**config.mk**
```make
export PLATFORM = sky130hd
export DESIGN_NAME = if_id_stage
export DESIGN_NICKNAME = d
export VERILOG_FILES = /design/src/rtl/cpu_pkg.sv /design/src/rtl/skid_buf2.sv /design/src/rtl/if_id_stage.sv
export SDC_FILE = /design/constraint.sdc
export NUM_CORES = 1
export LEC_CHECK = 0
export ABC_CLOCK_PERIOD_IN_PS = 2050
export BUFFER_PORTS_ARGS = -buffer_cell sky130_fd_sc_hd__buf_2
export CAP_MARGIN = 20
export CORE_MARGIN = 2
export CORE_UTILIZATION = 40
export CTS_BUF_LIST = sky130_fd_sc_hd__clkbuf_4 sky130_fd_sc_hd__clkbuf_8
export CTS_CLUSTER_SIZE = 12
export DETAILED_ROUTE_END_ITERATION = 10
export PLACE_DENSITY_LB_ADDON = 0.25
export SYNTH_ARGS = -nofsm -noshare
export SYNTH_HDL_FRONTEND = slang
export SYNTH_SLANG_ARGS = --single-unit
```
**constraint.sdc**
```tcl
create_clock -name clk -period 2.05 [get_ports clk]
set_clock_uncertainty 0.1 [all_clocks]
set_input_delay 0.1025 -clock clk [delete_from_list [all_inputs] [get_ports clk]]
set_output_delay 0.1025 -clock clk [all_outputs]
set_load 0.02 [all_outputs]
```
**src/rtl/cpu_pkg.sv**
```systemverilog
// cpu_pkg: shared widths, instruction field positions and the field splitter
// Contents:
//   DATA_W, IMM_W, OPC_W, REG_AW  - datapath and field widths
//   OPC_MSB, RD_LSB, RS_LSB,
//   RT_LSB, IMM_MSB               - instruction field bit positions
//   instr_fields_t                - decoded field bundle
//   split_instr()                 - slices a raw instruction into instr_fields_t
package cpu_pkg;
    localparam int DATA_W  = 32;
    localparam int IMM_W   = 15;
    localparam int OPC_W   = 7;
    localparam int REG_AW  = 5;
    localparam int OPC_MSB = 31;
    localparam int RD_LSB  = 20;
    localparam int RS_LSB  = 15;
    localparam int RT_LSB  = 10;
    localparam int IMM_MSB = 14;

    typedef struct packed {
        logic [OPC_W-1:0]  opcode;
        logic [REG_AW-1:0] rd;
        logic [REG_AW-1:0] rs;
        logic [REG_AW-1:0] rt;
        logic [IMM_W-1:0]  imm;
    } instr_fields_t;

    // rt and imm overlap on purpose: rt is only meaningful for R-type words
    function automatic instr_fields_t split_instr(input logic [DATA_W-1:0] instr);
        instr_fields_t f;
        f.opcode = instr[OPC_MSB -: OPC_W];
        f.rd     = instr[RD_LSB +: REG_AW];
        f.rs     = instr[RS_LSB +: REG_AW];
        f.rt     = instr[RT_LSB +: REG_AW];
        f.imm    = instr[IMM_MSB:0];
        return f;
    endfunction
endpackage

```
**src/rtl/skid_buf2.sv**
```systemverilog
// skid_buf2: generic 2-entry valid/ready skid buffer with flush
// Ports:
//   clk, rst              - clock, synchronous active-high reset
//   flush                 - drop both entries; a same-cycle input is dropped,
//                           a same-cycle output transfer still completes
//   in_valid/in_ready     - upstream handshake; in_ready is registered
//   in_data               - upstream payload
//   out_valid/out_ready   - downstream handshake, driven from the main entry
//   out_data              - main-entry payload, held while stalled or empty
module skid_buf2 #(
    parameter int W = 64
) (
    input  logic         clk,
    input  logic         rst,
    input  logic         flush,
    input  logic         in_valid,
    output logic         in_ready,
    input  logic [W-1:0] in_data,
    output logic         out_valid,
    input  logic         out_ready,
    output logic [W-1:0] out_data
);
    logic [W-1:0] main_q, main_d, skid_q, skid_d;
    logic         main_valid_q, main_valid_d;
    logic         skid_valid_q, skid_valid_d;
    logic         ready_q;
    logic         in_xfer, out_xfer;

    assign in_xfer   = in_valid && ready_q;
    assign out_xfer  = main_valid_q && out_ready;
    assign in_ready  = ready_q;
    assign out_valid = main_valid_q;
    assign out_data  = main_q;

    always_comb begin
        main_d       = main_q;
        skid_d       = skid_q;
        main_valid_d = main_valid_q;
        skid_valid_d = skid_valid_q;
        if (skid_valid_q && out_xfer) begin
            main_d       = skid_q;
            skid_valid_d = 1'b0;
        end else if (!skid_valid_q && in_xfer && (!main_valid_q || out_xfer)) begin
            main_d       = in_data;
            main_valid_d = 1'b1;
        end else if (!skid_valid_q && in_xfer) begin
            skid_d       = in_data;
            skid_valid_d = 1'b1;
        end else if (out_xfer) begin
            main_valid_d = 1'b0;
        end
        // flush keeps the data registers untouched so a dropped input never lands anywhere
        if (flush) begin
            main_d       = main_q;
            skid_d       = skid_q;
            main_valid_d = 1'b0;
            skid_valid_d = 1'b0;
        end
    end

    always_ff @(posedge clk) begin
        if (rst) begin
            main_q       <= '0;
            skid_q       <= '0;
            main_valid_q <= 1'b0;
            skid_valid_q <= 1'b0;
            ready_q      <= 1'b1;
        end else begin
            main_q       <= main_d;
            skid_q       <= skid_d;
            main_valid_q <= main_valid_d;
            skid_valid_q <= skid_valid_d;
            ready_q      <= !skid_valid_d;
        end
    end
endmodule

```
**src/rtl/if_id_stage.sv**
```systemverilog
// if_id_stage: fetch-to-decode stage with 2-entry skid buffer, field split and stall counter
// Ports:
//   clk, rst                      - clock, synchronous active-high reset
//   in_valid/in_ready             - fetch handshake (in_ready registered)
//   in_instr, in_pc               - fetched instruction and its PC
//   flush                         - discard buffered instructions (branch/jump)
//   out_valid/out_ready           - decode handshake
//   out_instr, out_pc             - registered instruction and PC
//   out_opcode/rd/rs/rt/imm       - slices of out_instr; imm is unextended
//   stall_cnt                     - saturating count of out_valid & !out_ready edges
module if_id_stage import cpu_pkg::*; #(
    parameter int STALL_CNT_W = 16
) (
    input  logic                   clk,
    input  logic                   rst,
    input  logic                   in_valid,
    output logic                   in_ready,
    input  logic [DATA_W-1:0]      in_instr,
    input  logic [DATA_W-1:0]      in_pc,
    input  logic                   flush,
    output logic                   out_valid,
    input  logic                   out_ready,
    output logic [DATA_W-1:0]      out_instr,
    output logic [DATA_W-1:0]      out_pc,
    output logic [OPC_W-1:0]       out_opcode,
    output logic [REG_AW-1:0]      out_rd,
    output logic [REG_AW-1:0]      out_rs,
    output logic [REG_AW-1:0]      out_rt,
    output logic [IMM_W-1:0]       out_imm,
    output logic [STALL_CNT_W-1:0] stall_cnt
);
    logic [2*DATA_W-1:0]    payload;
    instr_fields_t          fields;
    logic [STALL_CNT_W-1:0] stall_q, stall_d;

    skid_buf2 #(
        .W(2*DATA_W)
    ) u_buf (
        .clk      (clk),
        .rst      (rst),
        .flush    (flush),
        .in_valid (in_valid),
        .in_ready (in_ready),
        .in_data  ({in_pc, in_instr}),
        .out_valid(out_valid),
        .out_ready(out_ready),
        .out_data (payload)
    );

    assign out_pc     = payload[2*DATA_W-1:DATA_W];
    assign out_instr  = payload[DATA_W-1:0];
    assign fields     = split_instr(out_instr);
    assign out_opcode = fields.opcode;
    assign out_rd     = fields.rd;
    assign out_rs     = fields.rs;
    assign out_rt     = fields.rt;
    assign out_imm    = fields.imm;
    assign stall_cnt  = stall_q;

    always_comb begin
        stall_d = (out_valid && !out_ready && stall_q != '1) ? stall_q + 1'b1 : stall_q;
    end

    always_ff @(posedge clk) begin
        if (rst) stall_q <= '0;
        else     stall_q <= stall_d;
    end
endmodule

```
* Yosys cells after proc, flatten, opt, wreduce, memory -nomap -nowiden *
Cells that the tools add are included.

operators by class
  equality and inequality tests = 2
  reductions and logical operators = 18
  bitwise logic cells = 3
  add/subtract/negate cells = 1
  multiplexer cells = 9

operator list
  operator                                                                  number
  64-bit two-way mux                                                        2
  16-bit by 1-bit adder with 16-bit output (second input constant)          1
  16-bit inequality test (second input constant)                            1
  1-bit logical AND                                                         7
  1-bit two-way mux                                                         7
  1-bit zero test                                                           4
  4-bit AND reduction                                                       1
  2-bit nonzero test                                                        2
  1-bit NOT                                                                 3
  3-bit AND reduction                                                       1
  2-bit by 1-bit inequality test with 1-bit output (second input constant)  1
  2-bit AND reduction                                                       1
  2-bit OR reduction                                                        1
  1-bit logical OR                                                          1

storage, ports and cells
  output and inout bits = 119
  input port bits = 69
  logic and storage cells = 39
  register bits after elaboration = 147

* Longest topological paths before layout *
  depth in word-level cells = 7
  gate-level depth with buffers = 6
  gate-level depth less buffers = 5

* Cells and area by module *
Synthesis repeated with hierarchy kept, for this count alone.

unflattened totals
  cell total of the unflattened synthesis = 813
  area total of the unflattened synthesis = 7447.1 um^2

by module, submodules not included
  module       sequential area each (um^2)  cells an instance  area an instance (um^2)  times used
  skid_buf2    2622.5                       678                6299.8                   1
  if_id_stage  320.3                        135                1147.4                   1

* Worst setup path after synthesis *
Ideal clock, no wire load.

  path kind = reg2reg
  start point = register stall_q[0] (netlist: stall_cnt[0])
  end point = register stall_q[13] (netlist: stall_cnt[13])
  period minus slack after synthesis = 1926 ps
  setup time = 121 ps
  data arrival time = 1705 ps
  buffers on the path = 1
  slack = 124 ps
  cell stages (with the launch flop) = 7
  required time = 1829 ps
  cells stage by stage = dfxtp_1 -> ha_1 -> nand3_1 -> nor4_4 -> buf_4 -> nor3_1 -> mux2_4

between the ends
  longest elaborated chain between the ends = 2
  elaborated cells between the ends (all ways) = 3
  those cells by class = add/sub (1); eq/ne (1); reduce/logical (1)

ends and longest elaborated chain
  item                                                                              RTL line           source
  start: declaration                                                                if_id_stage.sv:34  logic [STALL_CNT_W-1:0] stall_q, stall_d;
  start signal: assignment                                                          if_id_stage.sv:66  else stall_q <= stall_d;
  branches (longest 2 deep; another with 16-bit by 1-bit adder with 16-bit output)  n/a

Parallel ways; which one is timed is not known.
A chain may end at the register's enable or synchronous reset.

* Final worst setup path *
  start point = register stall_q[0] (netlist: stall_cnt[0])
  end point = register stall_q[11] (netlist: stall_cnt[11])

Same word-level chain as after synthesis.

==> summary.txt <==
Clock network
  – Worst-Skew Late Latency: 0.45 ns
  – Clock sinks: 147
  – Clock Tree Buf Depth: 2
  – CTS Buf Count: 17
  – CTS clk-pin slew, worst paths: 0.08 ns
  – Root Buffer: clkbuf_8
  – Post-CTS setup buffers: 0
  – H-tree levels: 4
  – TritonCTS clock tree: built

Finish
  – Area delta synth->final: 30.7%
  – Fin nets: 1054
  – Commonest non-fill, non-tap cell in the layout: buf_2
  – Commonest cells after routing, fill and taps aside: buf_2 (185), dfxtp_1 (147), nand2_1 (133)
  – Fillers: 1604
  – Fraction of layout cells with a size suffix above 1: 27.4%
  – Finished Cell Area: 9160 µm²
  – Diode count: 0

Timing
  – Max Clk Rate: 528 MHz
  – Hold Violations, Final: 0
  – Period utilization: 92.4%
  – Max-slew violation count: 0
  – Fin Setup TNS: 0 ns
  – Slew @ Worst Pin: 0.685 ns
  – Final worst slack: 0.155 ns
  – Minimum clock period after layout: 1.90 ns
  – Unrepaired setup endpoints after global routing: no
  – Final setup fails: 0
  – Relative slew slack: 54.3%

Yosys
  – Post-synth EDFFs: 0
  – Area leader, netlist: dfxtp_1
  – YS warnings: 0
  – Synth Flop Type: dfxtp_1
  – Post-Syn Area: 7000 µm²
  – Sequential share of the synthesized area: 42.0%
  – Synth area leaders: dfxtp_1 (42%), mux2i_1 (9.3%), nand2_1 (7.1%), nor2b_1 (6.0%), o41ai_1 (5.9%)
  – Post-Syn Instances: 796
  – Async SR Flop Fraction: 0%
  – Number of distinct library cells after synthesis: 44
  – Synthesized area per cell: 8.80 µm²
  – Syn_nets: 866
  – #FFs+latches synth: 147
  – Post-synth top area share: 42.0%

Route
  – 1st-pass router iterations: 6
  – DR vias: 6184
  – Total Wirelength: 17300 µm
  – Post-DR wirelength/cell: 14.2 µm
  – Routed Antenna Nets: 0
  – Via density: 5.06
  – DR iter-0 viols: 287
  – Drt drc: 0

Worst setup path
  – CP max FO: 10
  – CP startpoint kind: register
  – Worst Setup SP: stall_cnt[0]$_SDFFE_PP0P_
  – Worst-case reg-to-reg path depth: 6
  – CP Data Required Time: 2.33 ns
  – Critical setup path kind: reg2reg
  – Terminus of the critical flop-to-flop path: stall_cnt[11]$_SDFFE_PP0P_
  – R2R Setup Slk: 0.15 ns
  – Setup crit end kind: register
  – R2r startpoint: stall_cnt[0]$_SDFFE_PP0P_
  – WP data arrival: 2.18 ns

Global routing
  – Total track usage: 18.5%
  – Initial antenna violation count: 0
  – Global-route wire length before repair: 27500 µm
  – Largest net degree at the start of global routing: 117
  – GR Overflow Total: 0
  – Vias in the first global route: 5518

Floorplanning
  – Num rows: 48
  – Die height: 136 µm
  – Floorplan Core Area: 17200 µm²
  – Die area: 18600 µm²
  – I/O pins: 188
  – Initial core utilization: 40.6%
  – Die Width: 136 µm

Worst hold path
  – Worst Hold Class: in2reg
  – Hold Path Origin: rst
  – Hold path endpoint: stall_cnt[4]$_SDFFE_PP0P_
  – Number of cells on the worst hold path: 2

Placed design
  – I/O Buffers: 187
  – Post-DP HPWL: 10600 µm
  – Post-Place Cell Area: 8010 µm²
  – Placer Congestion: 0.840
  – Pre-CTS worst setup slack: 0.176 ns

Pwr
  – VDD IR max: 0.000418 V
  – Power Total: 6.47 mW
  – Power density cells: 707 nW/µm²
  – LEAKAGE: 4.23 nW

Run
  – Max_cap viols: 0

Outcome
  – Status: completed
timing repair:
item,CTS,global route
hold buffers,67,0
setup endpoints to repair,0,0
gates resized for setup,0,0
endpoints found under the hold margin,131,0
how the worst max path moves through the flow:
stage	end	cells past startpoint	slack, ns
2_1_floorplan	stall_cnt[13]$_SDFFE_PP0P_	6	0.12
3_3_place_gp	stall_cnt[11]$_SDFFE_PP0P_	6	0.19
3_5_place_dp	stall_cnt[11]$_SDFFE_PP0P_	6	0.18
4_1_cts	stall_cnt[11]$_SDFFE_PP0P_	6	0.16
5_1_grt	stall_cnt[11]$_SDFFE_PP0P_	6	0.05
6_report	stall_cnt[11]$_SDFFE_PP0P_	6	0.15
worst max-delay path: stages, from the launching register on:
cell	delay, ns
dfxtp_1	0.34
ha_1	0.24
nand3_1	0.26
nor4_4	0.09
buf_4	0.17
or4_1	0.49
a21oi_1	0.14
state kept, by name, summed over array words and instances (netlist names):
register            cells
u_buf.skid_q           64
u_buf.in_ready          1
u_buf.out_data         64
stall_cnt              16
u_buf.out_valid         1
u_buf.skid_valid_q      1
layout make-up:
type,count,area (µm²),share of cell area [%]
multi-input cells,535,3490,38.1
flip-flops and latches,147,2940,32.1
clock inverters,12,203,2.21
inverters,3,11.3,0.123
well taps,225,282,3.08
repair buffers,280,1960,21.4
clock buffers,20,269,2.94
stage by stage:
stage               instances  utilization (%)  hold slack [ns]
floorplan                 796                -            0.138
global placement         1123             46.5            0.256
finish                   1222             53.1           0.0459
global route             1222             53.1           0.0386
CTS                      1222             53.1           0.0102
detailed placement       1123             46.5            0.262
per-layer routing:
metal / global-route usage [%] / wire (µm) / share of wire (%) / vias up
li1: - / - / - / 3164
met1: 24.8 / 8350 / 48 / 2839
met2: 29.7 / 7870 / 45 / 163
met3: 4.03 / 833 / 4.8 / 18
met4: 6.13 / 245 / 1.4 / 0
met5: 0 / 0 / 0 / -
Yosys cell counts, drive strengths merged, types with 4 or more instances:
cell type and instances:
clkbuf 42, mux2i 65, a21oi 72, nand4 7, nor3 5, o41ai 66, o21ai 71, nor2 7
nand3 4, or3 7, dfxtp 147, nor4 4, nand2 133, nor2b 67, buf 69
logic make-up after synthesis:
group | count (synthesis) | synth area share [%]
and+or+nand+nor | 248 | 17.9
AOI/OAI and AO/OA | 218 | 21.5
DFF | 147 | 42.0
buffers and inverters | 114 | 8.59
muxes | 66 | 9.50
xor gates and xnor gates | 2 | 0.250
adders and majority gates | 1 | 0.179
power breakdown:
group,internal [mW],switching (mW)
clock network,1.53,1.13
logic,0.350,0.478
registers,2.93,0.0457
(Power assumes the default switching activity.)
